==> src/rtl/adc_ser_emu.sv <==
// Serial ADC emulator. Frames are locked to the ENC rising edge. Each lane
// shifts out a BITS-wide word per frame, and the frame is padded with zeros.
module adc_ser_emu #(
  parameter int NUM_CH    = 4,
  parameter int BITS      = 14,
  parameter int FRAME_LEN = 16,
  parameter int LOAD_POS  = 7,
  parameter int SYNC_DLY  = 0,
  parameter bit LSB_FIRST = 1'b0
) (
  input  logic                   CLK,
  input  logic                   RST,
  input  logic                   ENC,
  input  logic [NUM_CH*BITS-1:0] DATA_IN,
  input  logic [1:0]             MODE,
  input  logic [BITS-1:0]        PATTERN,
  output logic [NUM_CH-1:0]      DATA_OUT,
  output logic                   FCO,
  output logic                   LOAD,
  output logic                   LOCKED,
  output logic                   SYNC_ERR
);

  localparam int CW = (FRAME_LEN > 2) ? $clog2(FRAME_LEN) : 1;
  localparam logic [CW-1:0] LAST = CW'(FRAME_LEN - 1);
  localparam logic [CW-1:0] HALF = CW'(FRAME_LEN / 2);
  localparam logic [CW-1:0] LPOS = CW'(LOAD_POS);
  localparam logic [CW-1:0] SDLY = CW'(SYNC_DLY);

  typedef enum logic [1:0] {
    MODE_DATA = 2'd0,
    MODE_RAMP = 2'd1,
    MODE_PAT  = 2'd2,
    MODE_ZERO = 2'd3
  } mode_e;

  if (BITS < 2) begin : g_bad_bits
    $error("adc_ser_emu: BITS must be at least 2");
  end
  if ((FRAME_LEN < BITS) || (FRAME_LEN % 2 != 0)) begin : g_bad_frame
    $error("adc_ser_emu: FRAME_LEN must be even and >= BITS");
  end
  if (LOAD_POS >= FRAME_LEN) begin : g_bad_load_pos
    $error("adc_ser_emu: LOAD_POS must be < FRAME_LEN");
  end
  if (SYNC_DLY >= FRAME_LEN) begin : g_bad_sync_dly
    $error("adc_ser_emu: SYNC_DLY must be < FRAME_LEN");
  end

  logic                         enc_s0;
  logic                         enc_s1;
  logic                         enc_rise;
  logic [CW-1:0]                cnt;
  logic [CW-1:0]                cnt_nat;
  logic [BITS-1:0]              ramp;
  logic [NUM_CH-1:0][BITS-1:0]  lane_q;
  logic [NUM_CH-1:0][BITS-1:0]  lane_word;

  assign enc_rise = enc_s0 & ~enc_s1;
  assign cnt_nat  = (cnt == LAST) ? '0 : cnt + CW'(1);

  // LOAD looks at the current count, so a sync edge in the same cycle
  // does not cancel the load.
  assign LOAD = LOCKED & (cnt == LPOS);
  assign FCO  = (cnt >= HALF);

  always_comb begin
    lane_word = '0;
    for (int n = 0; n < NUM_CH; n++) begin
      case (mode_e'(MODE))
        MODE_DATA: lane_word[n] = DATA_IN[n*BITS +: BITS];
        MODE_RAMP: lane_word[n] = ramp + BITS'(n);
        MODE_PAT:  lane_word[n] = PATTERN;
        default:   lane_word[n] = '0;
      endcase
    end
  end

  always_comb begin
    DATA_OUT = '0;
    for (int n = 0; n < NUM_CH; n++) begin
      DATA_OUT[n] = LSB_FIRST ? lane_q[n][0] : lane_q[n][BITS-1];
    end
  end

  always_ff @(posedge CLK) begin
    if (RST) begin
      enc_s0   <= 1'b0;
      enc_s1   <= 1'b0;
      cnt      <= '0;
      ramp     <= '0;
      lane_q   <= '0;
      LOCKED   <= 1'b0;
      SYNC_ERR <= 1'b0;
    end else begin
      enc_s0 <= ENC;
      enc_s1 <= enc_s0;
      cnt    <= enc_rise ? SDLY : cnt_nat;
      if (enc_rise) begin
        LOCKED <= 1'b1;
      end
      // Only an edge after lock can be misaligned.
      if (LOCKED && enc_rise && (cnt_nat != SDLY)) begin
        SYNC_ERR <= 1'b1;
      end
      if (LOAD) begin
        ramp <= ramp + BITS'(1);
      end
      for (int n = 0; n < NUM_CH; n++) begin
        if (LOAD) begin
          lane_q[n] <= lane_word[n];
        end else if (LSB_FIRST) begin
          lane_q[n] <= {1'b0, lane_q[n][BITS-1:1]};
        end else begin
          lane_q[n] <= {lane_q[n][BITS-2:0], 1'b0};
        end
      end
    end
  end

endmodule

==> config.mk <==
export PLATFORM = sky130hd
export DESIGN_NAME = adc_ser_emu
export DESIGN_NICKNAME = d
export VERILOG_FILES = /design/src/rtl/adc_ser_emu.sv
export SDC_FILE = /design/constraint.sdc
export NUM_CORES = 1
export LEC_CHECK = 0
export ABC_AREA = 1
export CORE_UTILIZATION = 45
export DETAILED_ROUTE_END_ITERATION = 7
export PLACE_DENSITY_LB_ADDON = 0.3
export SYNTH_ARGS = -nofsm -noshare
export SYNTH_HDL_FRONTEND = slang
export SYNTH_SLANG_ARGS = --single-unit
==> constraint.sdc <==
create_clock -name CLK -period 4.2 [get_ports CLK]
set_input_delay 0.84 -clock CLK [delete_from_list [all_inputs] [get_ports CLK]]
set_output_delay 0.84 -clock CLK [all_outputs]
set_load 0.02 [all_outputs]
==> results.md, run 1 <==
- 83 I/O pins were placed.
- The number of endpoints with negative hold slack in the final report came to 0.
- The clock tree from TritonCTS is yes.
- sky130_fd_sc_hd__dfxtp_1 takes more of the synthesized area than any other cell.
- The share of synthesized flip-flops with an asynchronous set or reset is 0.
- Max-cap violations in this run came to 0.
- The critical path goes through ha_1 -> nand2_1 -> inv_2 -> nand3_4 -> inv_1 -> buf_4 -> clkdlybuf4s50_1.
- The startpoint kind of the worst setup timing path is a flip-flop.
- The later-pin clock latency in the skew report is approximately 0.35 ns.
- The initial core utilization is 0.467.
- The slew at the pin closest to its max-slew limit is just under 1 ns.
- Setup repair after global routing left no endpoint under its margin.
- Of the total synthesized cell area, the portion taken by full adders, half adders and majority gates is 0.0173.
- The die is roughly 100 um wide.
- The synthesis-to-layout area growth is 23.5%.
- Post-CTS repair changed the size of 0 cells.
- The placement row count is 35.
- The setup slack of the worst register-to-register path is roughly 1.7 ns.
- The count of final max-slew check failures is 0.
- The worst IR drop on VDD is about 150 uV.
- The overall die height is about 100 um.
- At the end of the flow, the number of nets in the layout was about 820.
- The per-cell via count in the routed design is about 5.2.
- The synthesized design contains 78 register bits.
- The commonest cells after synthesis are sky130_fd_sc_hd__nand2_1 (268), sky130_fd_sc_hd__dfxtp_1 (78), sky130_fd_sc_hd__inv_1 (67).
- Once the clock tree was built, the setup fixing pass inserted 0 buffers.
- The share of the yosys chip area belonging to registers is 0.360.
- The synthesized area is 4340 um^2.
- After detailed placement, the design holds a cell count of between 800 and 900.
- The pin count of the biggest net entering global routing is approximately 50.
- The tree built by TritonCTS fans out to 78 sinks.
- After detailed routing, the total wire length is 13,100 um.
- The part of the cycle the worst path needs is 0.761.
- The critical path depth is 7.
- The tree is rooted in a sky130_fd_sc_hd__clkbuf_8.
- The count of nets left with antenna violations once routing finished came out at 0.
- Once detailed placement completed, the half-perimeter wirelength came to roughly 9700 um.
- In this run the number of H-tree levels came out at 3.
- The core footprint is 9280 um^2.
- The number of global-route vias before repair was ~4,400.
- The critical path data arrival time is about 2.4 ns.
- Adding up every negative setup slack in the final design gives 0 ns.
- The global placer's final weighted congestion is 1.05.
- The mean area per synthesized cell is about 6.4 um^2.
- The clock passes through at most 2 buffers.
- The worst setup path is captured at a primary output.
- The initial antenna violation count is 0.
- The relative max-transition margin is 0.343.
- The number of instances in the synthesized netlist is roughly 680.
- Dividing total power by cell area gives a power density of 279 nW/um^2.
- The predominant post-synthesis flop cell is sky130_fd_sc_hd__dfxtp_1.
- The number of non-filler instances in the completed layout is between 800 and 900.
- The clock edge transition at the registers on the reported setup and hold paths is about 0.09 ns.
- The library cell with the highest instance count after synthesis is sky130_fd_sc_hd__nand2_1.
- The classification of the worst setup path is reg -> out.
- Clock skew on the completed layout was measured at between 0.01 and 0.015 ns.
- The slowest stage cell on the critical path is sky130_fd_sc_hd__clkdlybuf4s50_1.
- The required arrival time at the worst endpoint is 3.36 ns.
- The share of cells above drive strength 1 is 0.0588.
- The achievable clock frequency is approximately 310 MHz.
- For the worst flop-to-flop path, the logic depth is 8.
- The hold buffer count at cts is 0.
- The worst hold path passes through 2 cells.
- Of the total synthesized cell area, the portion taken by XOR and XNOR cells is 0.00808.
- The count of buffers from port buffering is about 80.
- The portion of synthesized area spent on multiplexers is 0.
- The area enclosed by the die boundary is around 10,000 um^2.
- For this design the static power due to leakage is 0.00251 uW.
- The clock buffer count from CTS is 9.
- The dominant combinational cell family by area after synthesis is simple AND/OR/NAND/NOR gates.
- The post-synthesis simple-gate area fraction is 0.380.
- The count of TritonRoute iterations in the first routing pass is 5.
- The number of buffers and inverters on the critical path is 4.
- The first global-routing pass estimated 21,500 um of wire.
- The class of the tightest hold or removal check is reg -> reg.
- The final setup violation count is 0.
- Across every metal layer, demand over resource in global routing totals 0.278.
- The total overflow left after global routing is 0.
- Yosys mapped the design onto 33 distinct sky130hd cell types.
- In this run the worst path has a maximum fanout of 22.
- The Yosys warning count is 0.
- 0 antenna diodes ended up in the layout.
- The residual DRC count is 0.
- After layout, the minimum clock period comes to roughly 3.2 ns.
- In the final routed layout, each cell accounts on average for 14.9 um.
- The share of Yosys cell area claimed by the top area cell type is 0.360.
- In this design, the largest share of critical-path delay is due to buffers and inverters.
- The detailed-route via count is around 4,600.
- For this run, the slowest stage of the critical path takes 0.64 ns.
- The complex-gate fraction of the synthesized area is 0.120.
- By area the synthesized netlist is led by sky130_fd_sc_hd__dfxtp_1 (36%), sky130_fd_sc_hd__nand2_1 (23%), sky130_fd_sc_hd__inv_1 (5.8%).
- In this run, synthesis inferred 0 flip-flops with an integrated enable.
- The number of nets handed over by synthesis was 760.
- The run finished with clean final reports.
- The detailed router finished its first iteration with between 300 and 400 violations.
==> final timing paths <==
path	start	to
setup / recovery	cnt[0]	LOAD
hold / removal	lane_q[40]	DATA_OUT[2]
setup reg to reg	cnt[0]	lane_q[20]
hold reg to reg	lane_q[40]	DATA_OUT[2]
==> where the power goes <==
part	internal [uW]	total, uW	switching, uW
clock network	278	572	295
logic	90.9	178	87.3
registers	743	746	3.13
total	1110	1500	385
==> stage by stage <==
stage / hold slack [ns] / power [uW] / utilization / instance area [um^2] / setup WS [ns]
after floorplan: 0.403 / 839 / - / 4340 / 2.24
after global placement: 0.407 / 938 / 0.556 / 5160 / 1.33
after detailed placement: 0.409 / 939 / 0.556 / 5160 / 1.27
after CTS: 0.424 / 1500 / 0.577 / 5360 / 0.989
after global routing: 0.438 / 1550 / 0.577 / 5360 / 0.860
final: 0.422 / 1500 / 0.577 / 5360 / 1.00
==> cells in the final DEF (no fill, tap or decap), drive strengths merged <==
master	count
bufinv	1
o211a	1
a21oi	29
buf	7
dfxtp	78
clkinvlp	3
nor3	4
nor3b	1
o21a	1
nand3	44
a211oi	4
xnor2	1
xor2	3
or2	1
nand2	272
ha	6
clkinv	1
nand4	16
clkdlybuf4s50	82
o211ai	4
clkbuf	10
nand3b	4
o22ai	2
nor2	42
nor4	1
inv	74
o21ai	56
==> cell type report <==
type	count	area (um^2)
Sequential cell	78	1560
Clock inverter	6	70.1
Inverter	73	274
Fill cell	925	3930
Tap cell	129	161
Clock buffer	10	128
Multi-Input combinational cell	492	2290
Timing Repair Buffer	89	873
==> sequential cells by signal (all words and copies together), names as in the netlist <==
register,cells
lane_q,52
ramp,14
DATA_OUT,4
cnt,4
LOCKED,1
SYNC_ERR,1
enc_s0,1
enc_s1,1
==> worst reg2reg max path: stages (launching register included) <==
cell and delay (ns):
sky130_fd_sc_hd__dfxtp_1 0.38, sky130_fd_sc_hd__ha_1 0.19, sky130_fd_sc_hd__nand2_1 0.08, sky130_fd_sc_hd__inv_2 0.10
sky130_fd_sc_hd__nand3_4 0.27, sky130_fd_sc_hd__nor3b_4 0.76, sky130_fd_sc_hd__buf_4 0.37, sky130_fd_sc_hd__o21ai_0 0.19
sky130_fd_sc_hd__nand2_1 0.09
==> routing by layer <==
layer / part of all wire / global-route usage / routed length, um
met4: 0.056 / 0.166 / 737
met5: 0 / 0 / 0
met1: 0.40 / 0.315 / 5250
met2: 0.47 / 0.487 / 6140
met3: 0.074 / 0.0508 / 976
==> cells by family after synthesis <==
logic type / after synthesis
flops: 78
buf+inv: 109
simple gates: 385
compound gates: 97
fa+ha+maj: 6
xor+xnor: 4
Power figures use the tool's default switching activity.
==> run 2, diff against run 1 <==
==> constraint.sdc (replaced) <==
create_clock -name CLK -period 2.84 [get_ports CLK]
set_input_delay 0.568 -clock CLK [delete_from_list [all_inputs] [get_ports CLK]]
set_output_delay 0.568 -clock CLK [all_outputs]
set_load 0.02 [all_outputs]
==> results.md, run 2 (synthesis results as in run 1) <==
- The run finished with clean final reports.
- The share of cells above drive strength 1 is 0.0652 (+0.00634).
- The sum of routed wire length over all layers is 12,900 um (-1.6%).
- The share of power burned in the clock network came to 0.365 (-0.018).
- The global-route congestion overflow total is 0 (unchanged).
- The combinational share of power is 0.125 (+0.006).
- The overall die height is 100 um (unchanged).
- The clock buffer count from CTS came to 9 (unchanged).
- The later-pin clock latency in the skew report is 0.36 ns (about the same).
- The maximum number of buffers from clock root to sink came to 2 (unchanged).
- The part of the cycle the worst path needs is 0.859.
- The max-cap violation count was 0 (unchanged).
- The count of final max-slew check failures is 0 (unchanged).
- The diode insertion count for antenna repair was 0 (unchanged).
- The static power due to leakage is 0.00253 uW (+0.84%).
- The global-route wire length before repair is 21,200 um (-1.2%).
- The count of nets left with antenna violations after detail routing is 0 (unchanged).
- The clock edge transition at the registers on the reported setup and hold paths is 0.09 ns (about the same).
- The clock tree from TritonCTS is yes.
- The number of nets in the finished design is 828 (+0.49%).
- The critical path in this run is classified as reg -> out.
- The post-detailed-placement half-perimeter wirelength was 9480 um (-2.7%).
- The class of the tightest hold or removal check is reg -> reg.
- The number of non-filler instances in the completed layout came to 881 (+0.46%).
- The critical path data arrival time was 1.87 ns (-0.49 ns).
- The critical hold path startpoint is lane_q[51].
- The library cells used most frequently in the layout, excluding fill and tap cells, are sky130_fd_sc_hd__nand2_1 (268), sky130_fd_sc_hd__clkdlybuf4s50_1 (82), sky130_fd_sc_hd__dfxtp_1 (78).
- The global-route usage over all layers was 0.272 (-0.00586).
- The total placed instance area is 5200 um^2 (+0.82%).
- The slew at the pin closest to its max-slew limit is 0.532 ns (-0.452 ns).
- Setup repair after global routing left no endpoint under its margin.
- The average routed wire per standard cell was 14.6 um (-2.1%).
- The area enclosed by the die boundary is 10,000 um^2 (unchanged).
- The core footprint is 9280 um^2 (unchanged).
- The power density over the cells was 402 nW/um^2 (+44%).
- The count of buffers from port buffering is 82 (unchanged).
- The overall power consumption is 2160 uW (+45%).
- The CTS sink count was 78 (unchanged).
- More flip-flops sit in one register than any other, and that register is lane_q.
- The tree is rooted in a sky130_fd_sc_hd__clkbuf_8.
- The number of gates given a new drive strength after cts is 0 (unchanged).
- The width of the chip is 100 um (unchanged).
- The worst-path maximum fanout is 4 (-82%).
- The relative max-transition margin is 0.645 (+0.302).
- The summed area of non-filler cells in the final layout came to 5380 um^2 (+0.49%).
- The final setup violation count is 0 (unchanged).
- The initial antenna violation count came to 0 (unchanged).
- The clock period could shrink to roughly 2.4 ns.
- For this run, the top clock speed supported by timing is 410 MHz.
- The final-layout setup total negative slack is 0 ns (unchanged).
- The number of DRC violations after detailed-routing iteration 0 was 284 (-11%).
- The pin count of the biggest net entering global routing is 57 (+16%).
- The hold buffer count at cts is 0 (unchanged).
- The required arrival time at the worst endpoint is 2.27 ns (-1.09 ns).
- The count of TritonRoute iterations in the first routing pass was 5 (unchanged).
- The switching fraction of total power is 0.277 (+0.0201).
- The largest registers in the layout are lane_q x52, ramp x14.
- The placement row count is 35 (unchanged).
- The net load switching power is 600 uW (+56%).
- STA classifies the critical path startpoint as a flip-flop.
- The number of endpoints with negative hold slack in the final report is 0 (unchanged).
- The launch point of the worst reg-to-reg path is cnt[0].
- The critical path capture point type is a primary output.
- The most critical setup path has its startpoint at cnt[0].
- The number of post-CTS setup repair buffers came to 0 (unchanged).
- The flip-flop count of the largest register, all copies and words added was 52 (unchanged).
- The CTS H-tree depth was 3 (unchanged).
- The sequential share of power was 0.510 (+0.012).
- The design internal power is 1560 uW (+41%).
- The largest clock skew in the final design is 0.0151 ns (+0.00295 ns).
- The placed instance count is 865 (+0.46%).
- The global placer's final weighted congestion was 0.963 (-8.1%).
- The synthesis-to-layout area growth is 24.1%.
- The count of pins on the block boundary was 83 (unchanged).
- The library cell used most frequently in the layout, excluding fill and tap cells, is sky130_fd_sc_hd__nand2_1.
- The residual DRC count is 0 (unchanged).
- The initial core utilization is 0.467 (unchanged).
- The worst IR drop on VDD is 271 uV (+81%).
- The number of global-route vias before repair is 4,471 (+0.93%).
- The detailed-route via count is 4,586 (+0.48%).
- The per-cell via count in the routed design came to 5.21 (about the same).
==> run 2: power by group through the flow <==
stage | Combinational [uW] | Sequential, uW | Clock, uW
finish | 271 | 1100 | 790
global route | 295 | 1100 | 853
CTS | 270 | 1100 | 795
detailed placement | 268 | 1130 | 0
global placement | 267 | 1130 | 0
floorplan | 111 | 1130 | 0
==> run 2: final timing paths <==
path / slack [ns] / cells past startpoint / endpoint
max: 0.40 / 6 / LOAD
min: 0.42 / 2 / lane_q[52]
max reg2reg: 0.66 / 9 / lane_q[48]
min reg2reg: 0.42 / 2 / lane_q[52]
==> run 2: worst max-delay path, stage by stage (launching register included) <==
cell	delay (ns)
sky130_fd_sc_hd__dfxtp_1	0.38
sky130_fd_sc_hd__ha_1	0.19
sky130_fd_sc_hd__nand2_1	0.08
sky130_fd_sc_hd__inv_2	0.09
sky130_fd_sc_hd__nand3_4	0.07
sky130_fd_sc_hd__inv_1	0.09
sky130_fd_sc_hd__clkdlybuf4s50_1	0.61
==> run 2: final cells by class <==
class / count / area (um^2)
Clock buffer: 9 / 124
Clock inverter: 7 / 57.6
Fill cell: 960 / 3900
Inverter: 73 / 274
Multi-Input combinational cell: 492 / 2290
Sequential cell: 78 / 1560
Tap cell: 129 / 161
Timing Repair Buffer: 93 / 916
==> run 2: routing by layer <==
| metal | track usage | up-vias | wire length (um) |
|---|---|---|---|
| met5 | 0 | - | 0 |
| met4 | 0.146 | 0 | 588 |
| met3 | 0.0578 | 45 | 966 |
| met2 | 0.465 | 224 | 6050 |
| met1 | 0.320 | 2039 | 5290 |
| li1 | - | 2278 | - |
==> run 2: metrics by stage <==
stage	util	hold slack, ns	worst slack, ns
2_1_floorplan	-	0.403	1.15
3_3_place_gp	0.560	0.407	0.539
3_5_place_dp	0.560	0.409	0.454
4_1_cts	0.580	0.426	0.381
5_1_grt	0.580	0.448	0.291
6_report	0.580	0.422	0.400
